==> config.mk <==
export PLATFORM = sky130hd
export DESIGN_NAME = bram_symbol_streamer_flat
export DESIGN_NICKNAME = d
export VERILOG_FILES = /design/src/rtl/qpsk_pkg.sv /design/src/rtl/bram_symbol_streamer_if.sv /design/src/rtl/bram_read_tag_pipe.sv /design/src/rtl/bram_symbol_streamer.sv /design/src/flat_wrapper.sv
export SDC_FILE = /design/constraint.sdc
export NUM_CORES = 1
export LEC_CHECK = 0
export ABC_CLOCK_PERIOD_IN_PS = 10300
export BUFFER_PORTS_ARGS = -buffer_cell sky130_fd_sc_hd__buf_2
export CAP_MARGIN = 40
export CORE_ASPECT_RATIO = 0.75
export CORE_MARGIN = 2
export CORE_UTILIZATION = 50
export CTS_BUF_LIST = sky130_fd_sc_hd__clkbuf_8
export CTS_CLUSTER_SIZE = 28
export DETAILED_ROUTE_END_ITERATION = 10
export MAX_ROUTING_LAYER = met4
export PLACE_DENSITY = 0.72
export SETUP_SLACK_MARGIN = 0.3
export SYNTH_ARGS = -nofsm -noshare
export SYNTH_HDL_FRONTEND = slang
export SYNTH_HIERARCHICAL = 1
export SYNTH_SLANG_ARGS = --single-unit
export TNS_END_PERCENT = 5
==> constraint.sdc <==
create_clock -name m00_axis_aclk -period 10.3 [get_ports m00_axis_aclk]
set_clock_uncertainty 0.05 [all_clocks]
set_input_delay 2.06 -clock m00_axis_aclk [delete_from_list [all_inputs] [get_ports m00_axis_aclk]]
set_output_delay 2.06 -clock m00_axis_aclk [all_outputs]
set_load 0.05 [all_outputs]
==> src/rtl/qpsk_pkg.sv <==
`default_nettype none
// +----------------------------------------------------------------------------+
// | qpsk_pkg                                                                    |
// | Types and defaults shared by the QPSK packet reader and symbol streamer.    |
// | Revision: 1.0                                                               |
// +----------------------------------------------------------------------------+
package qpsk_pkg;

  localparam int BRAM_BITDEPTH_DEFAULT = 16;
  localparam int BRAM_BITWIDTH_DEFAULT = 2;

  typedef enum logic [2:0] {
    IDLE    = 3'd0,
    FETCH   = 3'd1,
    COLLECT = 3'd2,
    SEND    = 3'd3,
    DONE    = 3'd4
  } streamer_state_e;

  function automatic int symbols_per_word(input int data_w, input int sym_w);
    return data_w / sym_w;
  endfunction

endpackage
`default_nettype wire

==> src/rtl/bram_symbol_streamer_if.sv <==
`default_nettype none
// +----------------------------------------------------------------------------+
// | bram_symbol_streamer_if                                                     |
// | AXI-Stream bundle carrying packed symbol words to the DMA.                  |
// | Revision: 1.0                                                               |
// +----------------------------------------------------------------------------+
interface bram_symbol_streamer_if #(
  parameter int DATA_W = 32
);
  logic              tvalid;
  logic              tready;
  logic              tlast;
  logic [DATA_W-1:0] tdata;
  logic [DATA_W/8-1:0] tstrb;

  modport master (output tvalid, output tlast, output tdata, output tstrb, input tready);
  modport slave  (input tvalid, input tlast, input tdata, input tstrb, output tready);
endinterface
`default_nettype wire

==> src/rtl/bram_read_tag_pipe.sv <==
`default_nettype none
// +----------------------------------------------------------------------------+
// | bram_read_tag_pipe                                                          |
// | Delay line of {valid, slot} matching the BRAM read latency.                 |
// | Revision: 1.0                                                               |
// +----------------------------------------------------------------------------+
module bram_read_tag_pipe #(
  parameter int DEPTH  = 2,
  parameter int SLOT_W = 4
) (
  input  logic              clk,
  input  logic              rst,
  input  logic              valid_i,
  input  logic [SLOT_W-1:0] slot_i,
  output logic              valid_o,
  output logic [SLOT_W-1:0] slot_o
);
  logic [DEPTH-1:0]  valid_q;
  logic [SLOT_W-1:0] slot_q [DEPTH];

  always_ff @(posedge clk or posedge rst) begin
    if (rst) begin
      valid_q <= '0;
      for (int i = 0; i < DEPTH; i++) slot_q[i] <= '0;
    end else begin
      valid_q[0] <= valid_i;
      slot_q[0]  <= slot_i;
      for (int i = 1; i < DEPTH; i++) begin
        valid_q[i] <= valid_q[i-1];
        slot_q[i]  <= slot_q[i-1];
      end
    end
  end

  assign valid_o = valid_q[DEPTH-1];
  assign slot_o  = slot_q[DEPTH-1];
endmodule
`default_nettype wire

==> src/rtl/bram_symbol_streamer.sv <==
`default_nettype none
// +----------------------------------------------------------------------------+
// | bram_symbol_streamer                                                        |
// | Reads a frame of 2-bit symbols from BRAM, packs them LSB-first, streams.    |
// | Revision: 1.0                                                               |
// +----------------------------------------------------------------------------+
module bram_symbol_streamer
  import qpsk_pkg::*;
#(
  parameter int C_M00_AXIS_TDATA_WIDTH = 32,
  parameter int BRAM_BITDEPTH          = BRAM_BITDEPTH_DEFAULT,
  parameter int BRAM_BITWIDTH          = BRAM_BITWIDTH_DEFAULT,
  parameter int READ_LATENCY           = 2
) (
  input  logic                     m00_axis_aclk,
  input  logic                     m00_axis_areset,
  input  logic                     start,
  input  logic [BRAM_BITDEPTH:0]   num_symbols,
  output logic                     busy,
  output logic                     done,
  output logic [BRAM_BITDEPTH-1:0] bram_addr,
  output logic                     bram_en,
  input  logic [BRAM_BITWIDTH-1:0] bram_doutb,
  bram_symbol_streamer_if.master   m00_axis
);
  localparam int SPW    = symbols_per_word(C_M00_AXIS_TDATA_WIDTH, BRAM_BITWIDTH);
  localparam int SLOT_W = $clog2(SPW);
  localparam int CNT_W  = SLOT_W + 1;
  localparam int REM_W  = BRAM_BITDEPTH + 1;
  localparam logic [REM_W-1:0] SPW_REM = REM_W'(SPW);
  localparam logic [CNT_W-1:0] SPW_CNT = CNT_W'(SPW);

  streamer_state_e                   state_q;
  logic [REM_W-1:0]                  rem_q;
  logic [BRAM_BITDEPTH-1:0]          addr_cnt_q;
  logic [CNT_W-1:0]                  n_q, issued_q, cap_q;
  logic [SLOT_W-1:0]                 slot_q;
  logic [C_M00_AXIS_TDATA_WIDTH-1:0] pack_q, tdata_q;
  logic                              tvalid_q, tlast_q, busy_q, done_q, bram_en_q;
  logic [BRAM_BITDEPTH-1:0]          bram_addr_q;
  logic [CNT_W-1:0]                  first_n_d, next_n_d;
  logic                              ret_valid;
  logic [SLOT_W-1:0]                 ret_slot;

  assign first_n_d = (num_symbols >= SPW_REM) ? SPW_CNT : num_symbols[CNT_W-1:0];
  assign next_n_d  = (rem_q >= SPW_REM) ? SPW_CNT : rem_q[CNT_W-1:0];

  bram_read_tag_pipe #(
    .DEPTH  (READ_LATENCY),
    .SLOT_W (SLOT_W)
  ) u_tag_pipe (
    .clk     (m00_axis_aclk),
    .rst     (m00_axis_areset),
    .valid_i (bram_en_q),
    .slot_i  (slot_q),
    .valid_o (ret_valid),
    .slot_o  (ret_slot)
  );

  always_ff @(posedge m00_axis_aclk or posedge m00_axis_areset) begin
    if (m00_axis_areset) begin
      state_q     <= IDLE;
      rem_q       <= '0;
      addr_cnt_q  <= '0;
      n_q         <= '0;
      issued_q    <= '0;
      cap_q       <= '0;
      slot_q      <= '0;
      pack_q      <= '0;
      tdata_q     <= '0;
      tvalid_q    <= 1'b0;
      tlast_q     <= 1'b0;
      busy_q      <= 1'b0;
      done_q      <= 1'b0;
      bram_en_q   <= 1'b0;
      bram_addr_q <= '0;
    end else begin
      // Only tagged returns reach the pack register; untagged read data is ignored.
      if (ret_valid) begin
        pack_q[int'(ret_slot)*BRAM_BITWIDTH +: BRAM_BITWIDTH] <= bram_doutb;
        cap_q <= cap_q + CNT_W'(1);
      end
      case (state_q)
        IDLE: begin
          done_q <= 1'b0;
          if (start) begin
            busy_q <= 1'b1;
            pack_q <= '0;
            cap_q  <= '0;
            if (num_symbols == '0) begin
              rem_q   <= '0;
              state_q <= DONE;
            end else begin
              // First read goes out on the accepting edge itself.
              n_q         <= first_n_d;
              bram_en_q   <= 1'b1;
              bram_addr_q <= '0;
              addr_cnt_q  <= BRAM_BITDEPTH'(1);
              slot_q      <= '0;
              issued_q    <= CNT_W'(1);
              rem_q       <= num_symbols - REM_W'(1);
              state_q     <= FETCH;
            end
          end
        end
        FETCH: begin
          if (issued_q < n_q) begin
            bram_en_q   <= 1'b1;
            bram_addr_q <= addr_cnt_q;
            addr_cnt_q  <= addr_cnt_q + BRAM_BITDEPTH'(1);
            slot_q      <= issued_q[SLOT_W-1:0];
            issued_q    <= issued_q + CNT_W'(1);
            rem_q       <= rem_q - REM_W'(1);
          end else begin
            bram_en_q <= 1'b0;
            state_q   <= COLLECT;
          end
        end
        COLLECT: begin
          if (cap_q == n_q) begin
            tdata_q  <= pack_q;
            tvalid_q <= 1'b1;
            tlast_q  <= (rem_q == '0);
            state_q  <= SEND;
          end
        end
        SEND: begin
          if (m00_axis.tready) begin
            tvalid_q <= 1'b0;
            if (tlast_q) begin
              tlast_q <= 1'b0;
              done_q  <= 1'b1;
              busy_q  <= 1'b0;
              state_q <= DONE;
            end else begin
              pack_q   <= '0;
              cap_q    <= '0;
              issued_q <= '0;
              n_q      <= next_n_d;
              state_q  <= FETCH;
            end
          end
        end
        DONE: begin
          // An empty frame arrives here with done still low; a streamed frame with it already high.
          done_q  <= ~done_q;
          busy_q  <= 1'b0;
          state_q <= IDLE;
        end
        default: state_q <= IDLE;
      endcase
    end
  end

  assign busy             = busy_q;
  assign done             = done_q;
  assign bram_en          = bram_en_q;
  assign bram_addr        = bram_addr_q;
  assign m00_axis.tvalid  = tvalid_q;
  assign m00_axis.tlast   = tlast_q;
  assign m00_axis.tdata   = tdata_q;
  assign m00_axis.tstrb   = '1;
endmodule
`default_nettype wire

==> src/flat_wrapper.sv <==
// flat-port wrapper written by rule: the top's interface ports become plain ports
module bram_symbol_streamer_flat import qpsk_pkg::*;
#(
  parameter int C_M00_AXIS_TDATA_WIDTH = 32,
  parameter int BRAM_BITDEPTH          = BRAM_BITDEPTH_DEFAULT,
  parameter int BRAM_BITWIDTH          = BRAM_BITWIDTH_DEFAULT,
  parameter int READ_LATENCY           = 2
)
  (m00_axis_aclk, m00_axis_areset, start, num_symbols, busy, done, bram_addr, bram_en, bram_doutb, m00_axis_tvalid, m00_axis_tlast, m00_axis_tdata, m00_axis_tstrb, m00_axis_tready);
  bram_symbol_streamer_if #(.DATA_W((32))) m00_axis_i ();
  input  logic m00_axis_aclk;
  input  logic m00_axis_areset;
  input  logic start;
  input  logic [BRAM_BITDEPTH:0] num_symbols;
  output logic busy;
  output logic done;
  output logic [BRAM_BITDEPTH-1:0] bram_addr;
  output logic bram_en;
  input  logic [BRAM_BITWIDTH-1:0] bram_doutb;
  output wire logic [$bits(m00_axis_i.tvalid)-1:0] m00_axis_tvalid;
  output wire logic [$bits(m00_axis_i.tlast)-1:0] m00_axis_tlast;
  output wire logic [$bits(m00_axis_i.tdata)-1:0] m00_axis_tdata;
  output wire logic [$bits(m00_axis_i.tstrb)-1:0] m00_axis_tstrb;
  input wire logic [$bits(m00_axis_i.tready)-1:0] m00_axis_tready;
  assign m00_axis_tvalid = m00_axis_i.tvalid;
  assign m00_axis_tlast = m00_axis_i.tlast;
  assign m00_axis_tdata = m00_axis_i.tdata;
  assign m00_axis_tstrb = m00_axis_i.tstrb;
  assign m00_axis_i.tready = m00_axis_tready;
  bram_symbol_streamer #(.C_M00_AXIS_TDATA_WIDTH(C_M00_AXIS_TDATA_WIDTH), .BRAM_BITDEPTH(BRAM_BITDEPTH), .BRAM_BITWIDTH(BRAM_BITWIDTH), .READ_LATENCY(READ_LATENCY)) u_core (.m00_axis_aclk(m00_axis_aclk), .m00_axis_areset(m00_axis_areset), .start(start), .num_symbols(num_symbols), .busy(busy), .done(done), .bram_addr(bram_addr), .bram_en(bram_en), .bram_doutb(bram_doutb), .m00_axis(m00_axis_i));
endmodule
Word level (Yosys, flattened, before mapping)
Cells that the tools add are included.

Latch bits: 0. Memories: 0. Bits in writable memories: 0. Register bits after elaboration: 150. Input port bits: 23. Memory bits (read-only): 0.

Order comparisons: 3. Muxes and demuxes: 63. Bitwise logic cells: 1. Shifts and indexed selects: 2. Divide/modulo/power cells: 0. $mul: 0. Equality and inequality tests: 13. Add/subtract/negate cells: 6. Reduce and logical (&&, ||, !) cells: 18.

Operators by type and width (number): 2-to-1 mux 32 bit (4); 2-to-1 mux 16 bit (6); 2-to-1 mux 5 bit (15); case mux 16 bit (2 select lines) (2); case mux 32 bit (2 select lines) (1); 2-to-1 mux 17 bit (3); greater-or-equal comparator 17 x 5 -> 1 bit (second input constant) (2); zero test 17 bit (2); case mux 17 bit (2 select lines) (1); subtractor 17 x 1 -> 17 bit (second input constant) (2); negation 5 -> 33 bit (1); variable shift 2 x 33 -> 32 bit (first input constant) (1); variable part select 2 x 33 -> 32 bit (1); bitwise mux 32 bit (1); case mux 5 bit (2 select lines) (2); 2-to-1 mux 3 bit (6); adder 16 x 1 -> 16 bit (second input constant) (1); case mux 5 bit (3 select lines) (1); 2-to-1 mux 4 bit (3); case mux 3 bit (4 select lines) (1); AND reduction 3 bit (4); AND reduction 4 bit (3); 2-to-1 mux 1 bit (11); adder 5 x 1 -> 5 bit (second input constant) (2); 17 further kinds (30).

Logic depth before layout (Yosys ltp)
Depth after elaboration: 7. Mapped depth: 9. Depth with buffers taken out: 7.

Modules after synthesis
The synthesis kept the hierarchy.

Modules (own cells, without submodules): bram_symbol_streamer (instances 1, area an instance 7199.4 µm², cells each 701); bram_read_tag_pipe (instances 1, area an instance 284.0 µm², cells each 15).

Worst setup path after synthesis
No wires, ideal clock.

Path type: input port to flip-flop. Start point: input port num_symbols[0]. End point: register u_core.rem_q[14]. Library setup time: 0.126 ns. Slack: 6.572 ns. Stages: 7. Required time: 10.124 ns. Arrival time: 3.552 ns. Cells stage by stage: inv_1 > ha_1 > nor4b_4 > nand4b_1 > o31a_1 > o21a_1 > a221o_1.

Cells in the longest elaborated chain, start to end: 4. Elaborated cells between the ends (all ways): 5. Classes of those cells: add/sub (1); mux (3); reduce/logical (1).

RTL lines: start, declared (line flat_wrapper.sv:14) `input logic [BRAM_BITDEPTH:0] num_symbols;`; subtractor 17 x 1 -> 17 bit / zero test 17 bit (equally long branches) (line bram_symbol_streamer.sv:101, bram_symbol_streamer.sv:90); 2-to-1 mux 17 bit * (line bram_symbol_streamer.sv:90) `if (num_symbols == '0) begin`; 2-to-1 mux 17 bit * (line bram_symbol_streamer.sv:86) `if (start) begin`; case mux 17 bit (2 select lines) * (line bram_symbol_streamer.sv:83) `case (state_q)`; end signal, assigned (line bram_symbol_streamer.sv:101) `rem_q <= num_symbols - REM_W'(1);`; end signal, assigned (line bram_symbol_streamer.sv:113) `rem_q <= rem_q - REM_W'(1);`; end, declared (line bram_symbol_streamer.sv:34) `logic [REM_W-1:0] rem_q;`.

Mark *: on every way between the ends. The rest lies on a longest branch, timed or not. The select of a mux whose other input is x is not followed. A chain may end at the register's enable or synchronous reset.

Worst setup path in the final report
Start point: input port num_symbols[0]. End point: register u_core.bram_addr_q[15] (netlist: u_core/bram_addr[15]).

Cells in the longest elaborated chain, start to end: 3.

RTL lines: zero test 17 bit (line bram_symbol_streamer.sv:90); != test 2 bit (no source line); AND reduction 4 bit (no source line); end signal, assigned (line bram_symbol_streamer.sv:109) `bram_addr_q <= addr_cnt_q;`; end, declared (line bram_symbol_streamer.sv:40) `logic [BRAM_BITDEPTH-1:0] bram_addr_q;`.

Every way passes these cells.

==> summary.txt <==
Outcome
  • Outcome: finished clean

Setup path
  • Buf/Inv on CP: 3
  • Worst R2R Setup Slack: 7.03 ns
  • Most used cell, CP: nor2_2
  • Max Fanout on Critical Path: 21
  • Arr. time, crit path: 4.61 ns
  • Critical path origin: num_symbols[0]
  • Crit path cell chain: buf_2, inv_1, ha_1, nor4b_4, and4_1, nor2_2, buf_4, nor2_2, a22o_1
  • Req. time, crit path: 10.64 ns
  • CP top delay family: simple AND/OR/NAND/NOR gates
  • Reg2reg start: u_core/state_q[0]
  • CP max-delay cell: nor2_2
  • Crit start category: primary input
  • CP peak stage delay: 0.70 ns
  • Reg2reg end: u_core/rem_q[10]
  • Setup crit end kind: flop
  • R2R depth: 7
  • Setup Crit Path Kind: primary input to flop

Synth
  • Seq/Total Area, Yosys: 0.502
  • Syn. warnings: 6
  • Area leader, netlist: dfrtp_1
  • Mapped cell area: 7480 sq um
  • Synth top area cells: dfrtp_1, mux2_2, nand2_1, a22o_1, mux2i_1
  • Top cells by count, synth: dfrtp_1, nand2_1, nor2_1
  • Top cell type's share of synthesized area: 0.502
  • Cell count after synthesis: 716
  • Number of synthesized register bits: 150
  • Syn_area_per_cell: 10.5 sq um
  • Post-synth EDFFs: 0
  • Unique cell type count in the Yosys netlist: 71
  • Most numerous cell in the Yosys netlist: dfrtp_1
  • Post-synth top flop: dfrtp_1
  • Async SR Flop Fraction: 1.00

Hold path
  • Hold EP: u_core/u_tag_pipe/valid_q[1]
  • Worst hold start: u_core/u_tag_pipe/valid_q[0]
  • Hold crit path type: flop to flop
  • Worst hold path stage count: 0

Placement
  • HPWL after DPL: 12400 microns
  • GP Congestion: 0.919
  • Placed Instances: 962
  • Buffers added on ports: 75

Clock tree
  • # resized after CTS: 0
  • Skew-Pair Late Insertion Delay: 0.46 ns
  • CTS hold repair buffers: 0
  • Root Driver: clkbuf_8
  • CTS tree: built
  • Max clock buf depth: 2
  • Total CTS buffers: 17
  • Worst-path clk slew: 0.08 ns
  • Setup bufs post-CTS: 0
  • Clk sink count: 150
  • # H-tree levels: 4

Pwr
  • PwrDens: 272 nW/um^2
  • VDD IR max: 0.146 mV
  • LEAKAGE: 3.88 nW

Final layout
  • Share of cells above drive strength 1: 0.219
  • Ant diodes: 0
  • Final net count: 815
  • Fillcell total: 1270
  • Area growth syn-to-layout: 12.5%
  • Layout Cells excl Fill: 993

Global routing
  • Vias in the first global route: 5743
  • Largest net degree at the start of global routing: 69
  • Gr usage total: 0.236
  • First-pass GRT wire length: 29100 microns
  • Grt total ovfl: 0
  • Initial antenna violation count: 0

Die
  • Initial Util: 0.514
  • Die width: 145 microns
  • Num rows: 38
  • IO Pins: 80
  • Die Y: 110 microns
  • Placeable Area: 14500 sq um
  • DIE AREA: 16000 sq um

Timing
  • Final hold vios: 0
  • Final setup vio count: 0
  • Fin. max-slew vios: 0
  • Worst Tran Pin Value: 0.892 ns
  • Period utilisation layout: 0.414
  • Setup TNS: 0 ns
  • Minimum clock period: 4.27 ns
  • Slew HR: 0.404
  • Maximum clock rate: 0.234 GHz
  • Unrepaired setup endpoints after global routing: false

Detailed routing
  • Initial detailed-routing violation count: 486
  • First-pass iteration count of the detailed router: 6
  • Routed Antenna Nets: 0
  • Vias/cell: 5.98
  • Routed vias: 5942
  • Final WL: 17600 microns
  • WL per Instance: 17.8 microns
  • Drt drc: 0

Run
  • Max Cap Violations: 0
==> cells in the final DEF (no fill, tap or decap), types with 21 or more instances in the layout <==
master      n
mux2i_1    23
clkbuf_8   21
mux2_2     35
dfrtp_1   150
a21oi_1    41
nand2_1    64
o21ai_0    24
nand3_1    22
nor2_1     50
buf_2      75
a22o_1     27
==> stage by stage <==
step | setup slack (ns) | power (mW) | hold slack [ns] | util | cell area, sq um
after floorplan | 4.44 | 1.59 | 0.281 | - | 7490
final | 6.03 | 2.29 | 0.301 | 0.579 | 8420
after detailed placement | 5.61 | 1.82 | 0.291 | 0.551 | 8020
after CTS | 6.09 | 2.28 | 0.305 | 0.579 | 8420
after global routing | 5.88 | 2.43 | 0.312 | 0.579 | 8420
after global placement | 5.75 | 1.78 | 0.288 | 0.548 | 7980
==> logic make-up after synthesis <==
kind of cell / after synthesis / synth area share
other cells: 1 / 0.000501
flops: 150 / 0.502
fa+ha+maj: 11 / 0.0184
buf+inv: 59 / 0.0361
simple gates: 245 / 0.178
compound gates: 170 / 0.157
mux: 58 / 0.0834
xor+xnor: 22 / 0.0257
==> routing by layer <==
layer | track usage | routed length, microns | share of wire | up-vias
li1 | - | - | - | 2752
met1 | 0.339 | 8460 | 0.48 | 2906
met2 | 0.328 | 7490 | 0.42 | 261
met3 | 0.0598 | 1440 | 0.082 | 23
met4 | 0.0756 | 246 | 0.014 | 0
met5 | - | 0 | 0 | -
==> flip-flops by register name (all words and copies together), names as in the netlist, 3 cells and up <==
register	cells
u_core/cap_q	5
u_core/state_q	3
u_core/addr_cnt_q	16
u_core/rem_q	17
u_core/u_tag_pipe/slot_o	4
u_core/slot_q	4
u_core/n_q	5
u_core/bram_addr	16
u_core/pack_q	32
u_core/issued_q	5
u_core/m00_axis.tdata	32
u_core/u_tag_pipe/slot_q	4
==> power by group <==
part,switching [mW],internal [mW]
Sequential,0.140,0.714
Combinational,0.651,0.335
Clock,0.214,0.236
Total,1.00,1.28
==> worst max-delay path by stage <==
stage / to / slack (ns) / depth (start not counted)
after detailed placement: u_core/bram_addr[15] / 5.61 / 9
after global routing: u_core/bram_addr[0] / 5.88 / 9
after floorplan: u_core/addr_cnt_q[0] / 4.44 / 1
after CTS: u_core/bram_addr[15] / 6.09 / 9
after global placement: u_core/bram_addr[7] / 5.75 / 9
final: u_core/bram_addr[15] / 6.03 / 9
==> cell type report <==
cell class	instances	area, sq um	share of cell area
clock inverter	10	105	0.0125
inverter	18	72.6	0.00862
tap	200	250	0.0297
multi-input combinational	510	3480	0.413
sequential	150	3750	0.446
clock buffer	21	289	0.0343
timing repair buffer	84	467	0.0554
Note: power is estimated with default switching activity, not from simulation.
